<file path="config.mk">
export PLATFORM = sky130hd
export DESIGN_NAME = bm1387_result_collector_flat
export DESIGN_NICKNAME = d
export VERILOG_FILES = /design/src/rtl/bm1387_pkg.sv /design/src/rtl/bm1387_result_collector_if.sv /design/src/rtl/bm1387_result_fifo.sv /design/src/rtl/bm1387_result_collector.sv /design/src/flat_wrapper.sv
export SDC_FILE = /design/constraint.sdc
export NUM_CORES = 2
export LEC_CHECK = 0
export CORE_MARGIN = 10
export CORE_UTILIZATION = 60
export CTS_CLUSTER_DIAMETER = 50
export CTS_CLUSTER_SIZE = 25
export DETAILED_ROUTE_END_ITERATION = 16
export PLACE_DENSITY_LB_ADDON = 0.15
export SLEW_MARGIN = 20
export SYNTH_ARGS = -nofsm -noshare
export SYNTH_HDL_FRONTEND = slang
export SYNTH_SLANG_ARGS = --single-unit
</file>
<file path="constraint.sdc">
create_clock -name clk_100m -period 217 [get_ports clk_100m]
set_input_delay 43.4 -clock clk_100m [delete_from_list [all_inputs] [get_ports clk_100m]]
set_output_delay 43.4 -clock clk_100m [all_outputs]
set_load 0.005 [all_outputs]
</file>
<file path="src/rtl/bm1387_pkg.sv">
// Shared types, widths and the leading-zero helper for the BM1387 result path.
package bm1387_pkg;

    localparam int NONCE_W = 32;
    localparam int HASH_W  = 256;
    localparam int ZCNT_W  = 9;

    typedef struct packed {
        logic [NONCE_W-1:0] nonce;
        logic [ZCNT_W-1:0]  zeros;
        logic [HASH_W-1:0]  hash;
    } bm1387_result_t;

    // Leading zeros counted from bit 255 downward; an all-zero hash yields 256.
    function automatic logic [ZCNT_W-1:0] lead_zeros(input logic [HASH_W-1:0] h);
        logic [ZCNT_W-1:0] z;
        logic              seen;
        z    = '0;
        seen = 1'b0;
        for (int i = HASH_W - 1; i >= 0; i--) begin
            if (h[i]) begin
                seen = 1'b1;
            end else if (!seen) begin
                z = z + 9'd1;
            end
        end
        return z;
    endfunction

endpackage

</file>
<file path="src/rtl/bm1387_result_collector_if.sv">
// Host-side result port: valid/ready handshake plus the FIFO head fields.
interface bm1387_result_collector_if;
    import bm1387_pkg::*;

    logic               res_valid;
    logic               res_ready;
    logic [NONCE_W-1:0] res_nonce;
    logic [ZCNT_W-1:0]  res_zeros;
    logic [HASH_W-1:0]  res_hash;

    modport master (
        output res_valid,
        output res_nonce,
        output res_zeros,
        output res_hash,
        input  res_ready
    );

    modport slave (
        input  res_valid,
        input  res_nonce,
        input  res_zeros,
        input  res_hash,
        output res_ready
    );

endinterface

</file>
<file path="src/rtl/bm1387_result_fifo.sv">
// Synchronous FIFO of graded results. Flush outranks push and pop; a push
// into a full FIFO is taken only when a pop frees a slot in the same cycle.
module bm1387_result_fifo
    import bm1387_pkg::*;
#(
    parameter int DEPTH = 8
) (
    input  logic                   clk,
    input  logic                   rst,
    input  logic                   push,
    input  logic                   pop,
    input  logic                   flush,
    input  bm1387_result_t         wr_data,
    output bm1387_result_t         rd_data,
    output logic                   full,
    output logic                   empty,
    output logic [$clog2(DEPTH):0] count
);

    localparam int AW = $clog2(DEPTH);

    logic [AW-1:0]  wr_ptr_q;
    logic [AW-1:0]  rd_ptr_q;
    logic [AW:0]    count_q;
    bm1387_result_t mem_q [DEPTH];

    logic do_pop;
    logic do_push;

    assign full    = (count_q == (AW+1)'(DEPTH));
    assign empty   = (count_q == '0);
    assign count   = count_q;
    assign do_pop  = pop && !empty;
    assign do_push = push && (!full || do_pop);

    // Head is forced to zero while empty so the output buses read 0 out of reset.
    assign rd_data = empty ? '0 : mem_q[rd_ptr_q];

    // Pointer and occupancy bookkeeping.
    always_ff @(posedge clk or posedge rst) begin
        if (rst) begin
            wr_ptr_q <= '0;
            rd_ptr_q <= '0;
            count_q  <= '0;
        end else if (flush) begin
            wr_ptr_q <= '0;
            rd_ptr_q <= '0;
            count_q  <= '0;
        end else begin
            if (do_push) begin
                wr_ptr_q <= wr_ptr_q + AW'(1);
            end
            if (do_pop) begin
                rd_ptr_q <= rd_ptr_q + AW'(1);
            end
            if (do_push && !do_pop) begin
                count_q <= count_q + (AW+1)'(1);
            end else if (do_pop && !do_push) begin
                count_q <= count_q - (AW+1)'(1);
            end
        end
    end

    // Storage array; contents are only observed through the empty-gated head.
    always_ff @(posedge clk) begin
        if (do_push && !flush) begin
            mem_q[wr_ptr_q] <= wr_data;
        end
    end

endmodule

</file>
<file path="src/rtl/bm1387_result_collector.sv">
// Captures BM1387 results, grades them by leading zeros against the share
// target, queues qualifying shares and keeps saturating share statistics.
module bm1387_result_collector
    import bm1387_pkg::*;
#(
    parameter int FIFO_DEPTH = 8,
    parameter int CNT_W      = 32
) (
    input  logic                        clk_100m,
    input  logic                        reset,
    input  logic                        hash_valid,
    input  logic [NONCE_W-1:0]          found_nonce,
    input  logic [HASH_W-1:0]           found_hash,
    input  logic [7:0]                  target_zeros,
    input  logic                        flush,
    bm1387_result_collector_if.master   res,
    output logic [$clog2(FIFO_DEPTH):0] fifo_count,
    output logic [CNT_W-1:0]            shares_accepted,
    output logic [CNT_W-1:0]            shares_rejected,
    output logic [15:0]                 shares_dropped,
    output logic                        overflow
);

    logic               hv_q;
    logic [NONCE_W-1:0] last_nonce_q;
    logic               s1_valid_q;
    logic [NONCE_W-1:0] s1_nonce_q;
    logic [HASH_W-1:0]  s1_hash_q;

    logic [CNT_W-1:0]   acc_q, acc_d;
    logic [CNT_W-1:0]   rej_q, rej_d;
    logic [15:0]        drop_q, drop_d;
    logic               ovf_q, ovf_d;

    logic               capture;
    logic [ZCNT_W-1:0]  s1_zeros;
    logic               s1_accept;
    logic               graded;
    logic               pop;
    logic               push;
    logic               drop;
    logic               fifo_full;
    logic               fifo_empty;
    bm1387_result_t     push_data;
    bm1387_result_t     head;

    // A new result is either a rising hash_valid or a changed nonce under a held level.
    assign capture = hash_valid && (!hv_q || (found_nonce != last_nonce_q));

    // Edge history keeps tracking through flush so a held level is not re-captured.
    always_ff @(posedge clk_100m or posedge reset) begin
        if (reset) begin
            hv_q         <= 1'b0;
            last_nonce_q <= '0;
        end else begin
            hv_q <= hash_valid;
            if (capture) begin
                last_nonce_q <= found_nonce;
            end
        end
    end

    // S1 capture register; flush discards both the resident and the arriving event.
    always_ff @(posedge clk_100m or posedge reset) begin
        if (reset) begin
            s1_valid_q <= 1'b0;
            s1_nonce_q <= '0;
            s1_hash_q  <= '0;
        end else begin
            s1_valid_q <= capture && !flush;
            if (capture) begin
                s1_nonce_q <= found_nonce;
                s1_hash_q  <= found_hash;
            end
        end
    end

    assign s1_zeros  = lead_zeros(s1_hash_q);
    assign s1_accept = (s1_zeros >= {1'b0, target_zeros});
    assign graded    = s1_valid_q && !flush;
    assign pop       = res.res_valid && res.res_ready;
    assign push      = graded && s1_accept && (!fifo_full || pop);
    assign drop      = graded && s1_accept && fifo_full && !pop;

    assign push_data.nonce = s1_nonce_q;
    assign push_data.zeros = s1_zeros;
    assign push_data.hash  = s1_hash_q;

    // Saturating statistics and the sticky overflow flag.
    always_comb begin
        acc_d  = acc_q;
        rej_d  = rej_q;
        drop_d = drop_q;
        ovf_d  = ovf_q;
        if (graded && s1_accept && (acc_q != '1)) begin
            acc_d = acc_q + CNT_W'(1);
        end
        if (graded && !s1_accept && (rej_q != '1)) begin
            rej_d = rej_q + CNT_W'(1);
        end
        if (drop && (drop_q != '1)) begin
            drop_d = drop_q + 16'd1;
        end
        if (flush) begin
            ovf_d = 1'b0;
        end else if (drop) begin
            ovf_d = 1'b1;
        end
    end

    // Statistics registers; flush leaves the counters alone.
    always_ff @(posedge clk_100m or posedge reset) begin
        if (reset) begin
            acc_q  <= '0;
            rej_q  <= '0;
            drop_q <= '0;
            ovf_q  <= 1'b0;
        end else begin
            acc_q  <= acc_d;
            rej_q  <= rej_d;
            drop_q <= drop_d;
            ovf_q  <= ovf_d;
        end
    end

    bm1387_result_fifo #(
        .DEPTH (FIFO_DEPTH)
    ) u_fifo (
        .clk     (clk_100m),
        .rst     (reset),
        .push    (push),
        .pop     (pop),
        .flush   (flush),
        .wr_data (push_data),
        .rd_data (head),
        .full    (fifo_full),
        .empty   (fifo_empty),
        .count   (fifo_count)
    );

    assign res.res_valid = !fifo_empty;
    assign res.res_nonce = head.nonce;
    assign res.res_zeros = head.zeros;
    assign res.res_hash  = head.hash;

    assign shares_accepted = acc_q;
    assign shares_rejected = rej_q;
    assign shares_dropped  = drop_q;
    assign overflow        = ovf_q;

endmodule

</file>
<file path="src/flat_wrapper.sv">
// flat-port wrapper written by rule: the top's interface ports become plain ports
module bm1387_result_collector_flat import bm1387_pkg::*;
#(
    parameter int FIFO_DEPTH = 8,
    parameter int CNT_W      = 32
)
  (clk_100m, reset, hash_valid, found_nonce, found_hash, target_zeros, flush, fifo_count, shares_accepted, shares_rejected, shares_dropped, overflow, res_res_valid, res_res_nonce, res_res_zeros, res_res_hash, res_res_ready);
  bm1387_result_collector_if res_i ();
  input  logic clk_100m;
  input  logic reset;
  input  logic hash_valid;
  input  logic [NONCE_W-1:0] found_nonce;
  input  logic [HASH_W-1:0] found_hash;
  input  logic [7:0] target_zeros;
  input  logic flush;
  output logic [$clog2(FIFO_DEPTH):0] fifo_count;
  output logic [CNT_W-1:0] shares_accepted;
  output logic [CNT_W-1:0] shares_rejected;
  output logic [15:0] shares_dropped;
  output logic overflow;
  output wire logic [$bits(res_i.res_valid)-1:0] res_res_valid;
  output wire logic [$bits(res_i.res_nonce)-1:0] res_res_nonce;
  output wire logic [$bits(res_i.res_zeros)-1:0] res_res_zeros;
  output wire logic [$bits(res_i.res_hash)-1:0] res_res_hash;
  input wire logic [$bits(res_i.res_ready)-1:0] res_res_ready;
  assign res_res_valid = res_i.res_valid;
  assign res_res_nonce = res_i.res_nonce;
  assign res_res_zeros = res_i.res_zeros;
  assign res_res_hash = res_i.res_hash;
  assign res_i.res_ready = res_res_ready;
  bm1387_result_collector #(.FIFO_DEPTH(FIFO_DEPTH), .CNT_W(CNT_W)) u_core (.clk_100m(clk_100m), .reset(reset), .hash_valid(hash_valid), .found_nonce(found_nonce), .found_hash(found_hash), .target_zeros(target_zeros), .flush(flush), .res(res_i), .fifo_count(fifo_count), .shares_accepted(shares_accepted), .shares_rejected(shares_rejected), .shares_dropped(shares_dropped), .overflow(overflow));
endmodule
</file>
* Word level (Yosys, flattened, before mapping)
Memory sizes are Yosys's and may differ from the RTL's. Cells that the tools add are included.
Storage, ports and cells: output and inout port bits 383, input port bits 301, memories kept 1, bits in writable memories 2376, bits in registers 381, logic and storage cells 1091
Cells by class: add/sub/neg operators 262, reduce and logical (&&, ||, !) cells 33, eq/ne operators 5, muxes and demuxes 778, magnitude comparators 1
Memory list:
- u_core.u_fifo.mem_q | depth 8, width 297, rd ports 1, clocked after Yosys merged registers in 0, wr ports 1, RTL line bm1387_result_fifo.sv:25 | bm1387_result_t mem_q [DEPTH];
Operators by type and width (number):
- 9-bit two-way mux | 510
- 9-bit by 1-bit adder with 9-bit output (second input constant) | 254
- 297-bit two-way mux | 1
- 1-bit two-way mux | 260
- 32-bit by 1-bit adder with 32-bit output (second input constant) | 2
- 32-bit != test (second input constant) | 2
- 32-bit != test | 1
- 1-bit logical AND | 17
- 16-bit by 1-bit adder with 16-bit output (second input constant) | 1
- 16-bit != test (second input constant) | 1
- 3-bit two-way mux | 4
- 4-bit two-way mux | 3
- 9-bit by 8-bit >= comparator with 1-bit output | 1
- 1-bit zero test | 8
- 3-bit by 1-bit adder with 3-bit output (second input constant) | 2
- 2-bit nonzero test | 3
- 4-bit by 1-bit adder with 4-bit output (second input constant) | 1
- 4-bit equality test (second input constant) | 1
- 4-bit zero test | 1
- 4-bit by 1-bit subtractor with 4-bit output (second input constant) | 1
- 1-bit logical OR | 3
- 3-bit nonzero test | 1
- 1-bit by 1-bit adder with 2-bit output (second input constant) | 1

* Longest topological paths before layout
depth after elaboration 775, depth in mapped cells 716, depth with buffers taken out 715

* Cells and area by module
From an unflattened synthesis, not the netlist that was laid out.
Second synthesis, totals: cell total of the unflattened synthesis 12839, area total of the unflattened synthesis 158036.6 um^2
Modules (own cells, without submodules):
- bm1387_result_fifo | area each 91312.6 um^2, seq. area each 71598.7 um^2, cells each 3849, instances 1
- bm1387_result_collector | area each 66724.0 um^2, seq. area each 9283.9 um^2, cells each 8990, instances 1

* Worst setup path before layout
OpenSTA, ideal clock, no wires.
path type flip-flop to flip-flop, start point reg u_core.s1_hash_q[255], end point mem u_core.u_fifo.mem_q[1][0] in the netlist's numbering (enable), stages on the path, launching flop included 685, setup slack 80.129 ns, library setup time 1.684 ns, data required time 215.316 ns, period minus slack after synthesis 136.871 ns, data arrival time 135.187 ns, path buffers 3, path through dfrtp_1 > nand2b_1 > inv_1 > ha_1 > nand3b_1 > o21ai_1 > ha_1 > nor2b_1 > o31ai_1 > nor2_1 > a21o_1 > ha_1 > a21oi_1 > a311o_1 > and2_1 > nand2_1 > ha_1 > mux2i_1 > [... 649 more ...] > nor2_1 > ha_1 > nor2b_1 > xor2_1 > nand2_1 > xnor2_1 > nor4_1 > nand3_1 > nand2b_1 > nand2_1 > nand2_1 > xnor2_1 > ha_1 > a21oi_1 > inv_1 > o21ai_4 > buf_4 > nor4_1
RTL lines:
- from (decl) | RTL line bm1387_result_collector.sv:28 | logic [HASH_W-1:0] s1_hash_q;
- from (signal assigned) | RTL line bm1387_result_collector.sv:73 | s1_hash_q <= found_hash;
- to (decl) | RTL line bm1387_result_fifo.sv:25

==> summary.md <==
| Metric | Value |
|---|---|
| Number of storage elements in the synthesis netlist | ~2800 |
| RD Place Congestion | about 0.93 |
| Combinational family with the most area after synthesis | multiplexers |
| Startpoint type of the worst setup path | flip-flop |
| # nets final | ~14000 |
| All-layer global routing usage | approximately 28% |
| Final Hold Violating Endpoints | 0 |
| DRC | 0 |
| Result of the run | completed |
| Share of synthesized registers carrying an async set or reset | 13.8% |
| Setup Total Neg Slack | 0 ps |
| Crit-path slowest cell | sky130_fd_sc_hd__buf_4 |
| Number of gates resized after cts | 0 |
| Compound-cell area share of the yosys netlist | 7.44% |
| Mean instance size in the synthesized netlist | around 12 um2 |
| Number of H-tree levels | 4 |
| Final Slew Violations | 0 |
| Clock latency of the later-clocked register in the worst-skew pair | about 950 ps |
| Leading register cell type out of synthesis | sky130_fd_sc_hd__edfxtp_1 |
| Port Buffers | just under 700 |
| Clock Sinks | 2757 |
| RSZ-0062 raised after global routing | false |
| Biggest area consumer among synthesized cells | sky130_fd_sc_hd__edfxtp_1 |
| Total Routed Length | 407 mm |
| Critical path's most frequent cell | sky130_fd_sc_hd__ha_1 |
| Post-synthesis simple-gate area fraction | between 10% and 20% |
| Capturing element type of the critical path | flip-flop |
| Number of hold buffers added after CTS | 0 |
| Logic depth of the worst path, buffers included | 683 |
| Leak pwr | ~60 nW |
| Number of cells on the worst hold path | 1 |
| Root buf cell | sky130_fd_sc_hd__clkbuf_16 |
| Top Family by Delay on Critical Path | compound AO/OA/AOI/OAI gates |
| Synth top area share | 45.9% |
| Buffering stage count on the worst path with inverters included | 16 |
| Minimum clock period after layout | ~130000 ps |
| Post-route ant nets | 0 |
| Worst Path Arrival | between 100000 and 150000 ps |
| Final setup margin | just under 90000 ps |
| Power density relative to cell area | 8.49 nW/um2 |
| Worst-case clock buffer depth | 3 |
| Sequential fraction of the synthesis area | 52.1% |
| Period utilization | approximately 60% |
| Num rows | ~190 |
| Starting utilization of the core area | 60.4% |
| DR vias | around 110k |
| Distinct cell type count after synthesis | roughly 140 |
| Peak Freq | about 7.7 MHz |
| Antenna violations before repair | 12 |
| Number of nets produced by synthesis | 13000 |
| Half-perimeter wire length after placement | 275 mm |
| CTS buffer count | approximately 230 |
| Worst-Margin Slew | 1170 ps |
| Number of violations of the max-capacitance limit | 0 |
| Highest cell delay on the worst timing path | 710 ps |
| Area of the core region | 257000 um2 |
| HP Class | flip-flop to flip-flop |
| Routed vias/inst | between 6 and 7 |
| Peak supply drop | about 13 uV |
| Post-synthesis share of cell area spent on full adders, half adders and majority gates | under 10% |
| Clock edge transition at the registers on the reported setup and hold paths | approximately 70 ps |
| Worst reg-to-reg path cell count | 683 |
| Number of buffers added for setup after CTS | 0 |
| Router iterations before antenna repair | 6 |
| Worst-case setup slack after placement | slightly below 90000 ps |
| Via count of the first global-routing pass | around 100k |
| Worst-path fanout max | roughly 110 |
| Setup Crit Path Kind | flip-flop to flip-flop |
| Worst clock skew | about 83 ps |
| Data required time of the critical path | ~220000 ps |
| Share of cells above drive strength 1 | 13.1% |
| TritonCTS clock tree | done |
| Leftover overflow at the end of global routing | 0 |
| Post-Syn Instances | between 10000 and 15000 |
| Wire length per cell | roughly 24 um |
| Die Span X | roughly 530 um |
| Commonest cells post-synth | sky130_fd_sc_hd__edfxtp_1, sky130_fd_sc_hd__nor2_1, sky130_fd_sc_hd__nand2_1 |
| Count of warnings emitted by yosys | 0 |
| Cell types occupying the most area after synthesis | sky130_fd_sc_hd__edfxtp_1, sky130_fd_sc_hd__mux4_2, sky130_fd_sc_hd__dfrtp_1 |
| First DRT Iteration DRCs | between 10000 and 15000 |
| Worst slew slack as a fraction of its limit | a little over a fifth |
| Multiplexer area fraction after synthesis | a little over an eighth |
| Post-synthesis share of cell area spent on xor and xnor gates | under 10% |
| Die height | approximately 530 um |
| Summed instance area of the synthesized netlist | 155000 um2 |
| Most frequent cell after synthesis | sky130_fd_sc_hd__edfxtp_1 |
| Finish-stage setup viols | 0 |
| Die Footprint | around 280000 um2 |
| First-pass GRT wire length | roughly 620 mm |
| Area added between synthesis and finish | 12.1% |
| Maximum number of pins on one net before global-route repair | roughly 160 |
| I/O pin total | roughly 700 |
| Number of enable flip-flop cells after synthesis | 2376 |
## layout make-up
type / instances / area, um2
Fill cell: 18000 / 83100
Sequential cell: 2757 / 80900
Multi-Input combinational cell: 8884 / 71100
Timing Repair Buffer: 787 / 7820
Clock buffer: 251 / 6020
Tap cell: 3384 / 4230
Clock inverter: 195 / 2620
Inverter: 352 / 1330
Antenna cell: 8 / 20.0
## placed cells by master, fill, tap and decap left out, drive strengths merged, types with 460 or more instances in the layout
master and count:
mux2i 460, nand2 1014, clkdlybuf4s50 683, a21oi 540, o21ai 558, xnor2 822
inv 464, edfxtp 2376, mux4 594, nor2 1258
## worst paths after layout
kind,startpoint,end,slack (ps)
setup / recovery,u_core.s1_hash_q[255]$_DFFE_PP0P_,u_core.u_fifo.mem_q[6][180]$_DFFE_PP_,86890
min in group asynchronous,reset,u_core.shares_rejected[31]$_DFFE_PP0P_,43010
hold reg to reg,u_core.shares_dropped[13]$_DFFE_PP0P_,u_core.shares_dropped[13]$_DFFE_PP0P_,500
max in group asynchronous,reset,u_core.s1_hash_q[17]$_DFFE_PP0P_,171730
hold / removal,u_core.shares_dropped[13]$_DFFE_PP0P_,u_core.shares_dropped[13]$_DFFE_PP0P_,500
setup reg to reg,u_core.s1_hash_q[255]$_DFFE_PP0P_,u_core.u_fifo.mem_q[6][180]$_DFFE_PP_,86890
## per-layer routing
metal | wire length, um | global-route usage [%] | part of all wire [%] | vias up
li1 | - | - | - | 47900
met1 | 166000 | 38.1 | 41 | 53200
met2 | 197000 | 47.0 | 48 | 3965
met3 | 28100 | 4.38 | 6.9 | 567
met4 | 16700 | 10.6 | 4.1 | 0
met5 | 0 | 0 | 0 | -
## sequential cells by signal, indices dropped and copies added, names as in the netlist
register	cells
u_core.u_fifo.count	4
u_core.shares_rejected	32
u_core.overflow	1
u_core.hv_q	1
u_core.shares_dropped	16
u_core.shares_accepted	32
u_core.u_fifo.rd_ptr_q	3
u_core.s1_nonce_q	32
u_core.s1_hash_q	256
u_core.u_fifo.mem_q	2376
u_core.u_fifo.wr_ptr_q	3
u_core.s1_valid_q	1
## cells by family (layout without fill, tap and decap cells)
kind of cell / Yosys count / count (layout)
AOI/OAI and AO/OA: 1853 / 1853
xor gates and xnor gates: 1419 / 1419
adders and majority gates: 296 / 296
buffers and inverters: 836 / 1585
DFF: 2757 / 2757
muxes: 1336 / 1336
other: 0 / 8
and+or+nand+nor: 3980 / 3980
## power by group
part	internal (W)	switching [W]
sequential	0.000589	0.0000287
clock	0.000228	0.000228
combinational	0.000196	0.000208
total	0.00101	0.000464
## metrics by stage
step	std cells	hold WS (ps)	power, W	utilization [%]	cell area [um2]
5_1_grt	16600	516	0.00154	67.7	174000
4_1_cts	16600	494	0.00149	67.7	174000
3_3_place_gp	16200	471	0.00103	64.3	165000
3_5_place_dp	16200	480	0.00103	64.3	165000
2_1_floorplan	12500	477	0.000869	-	155000
6_report	16600	502	0.00148	67.7	174000
(Power assumes the default switching activity.)
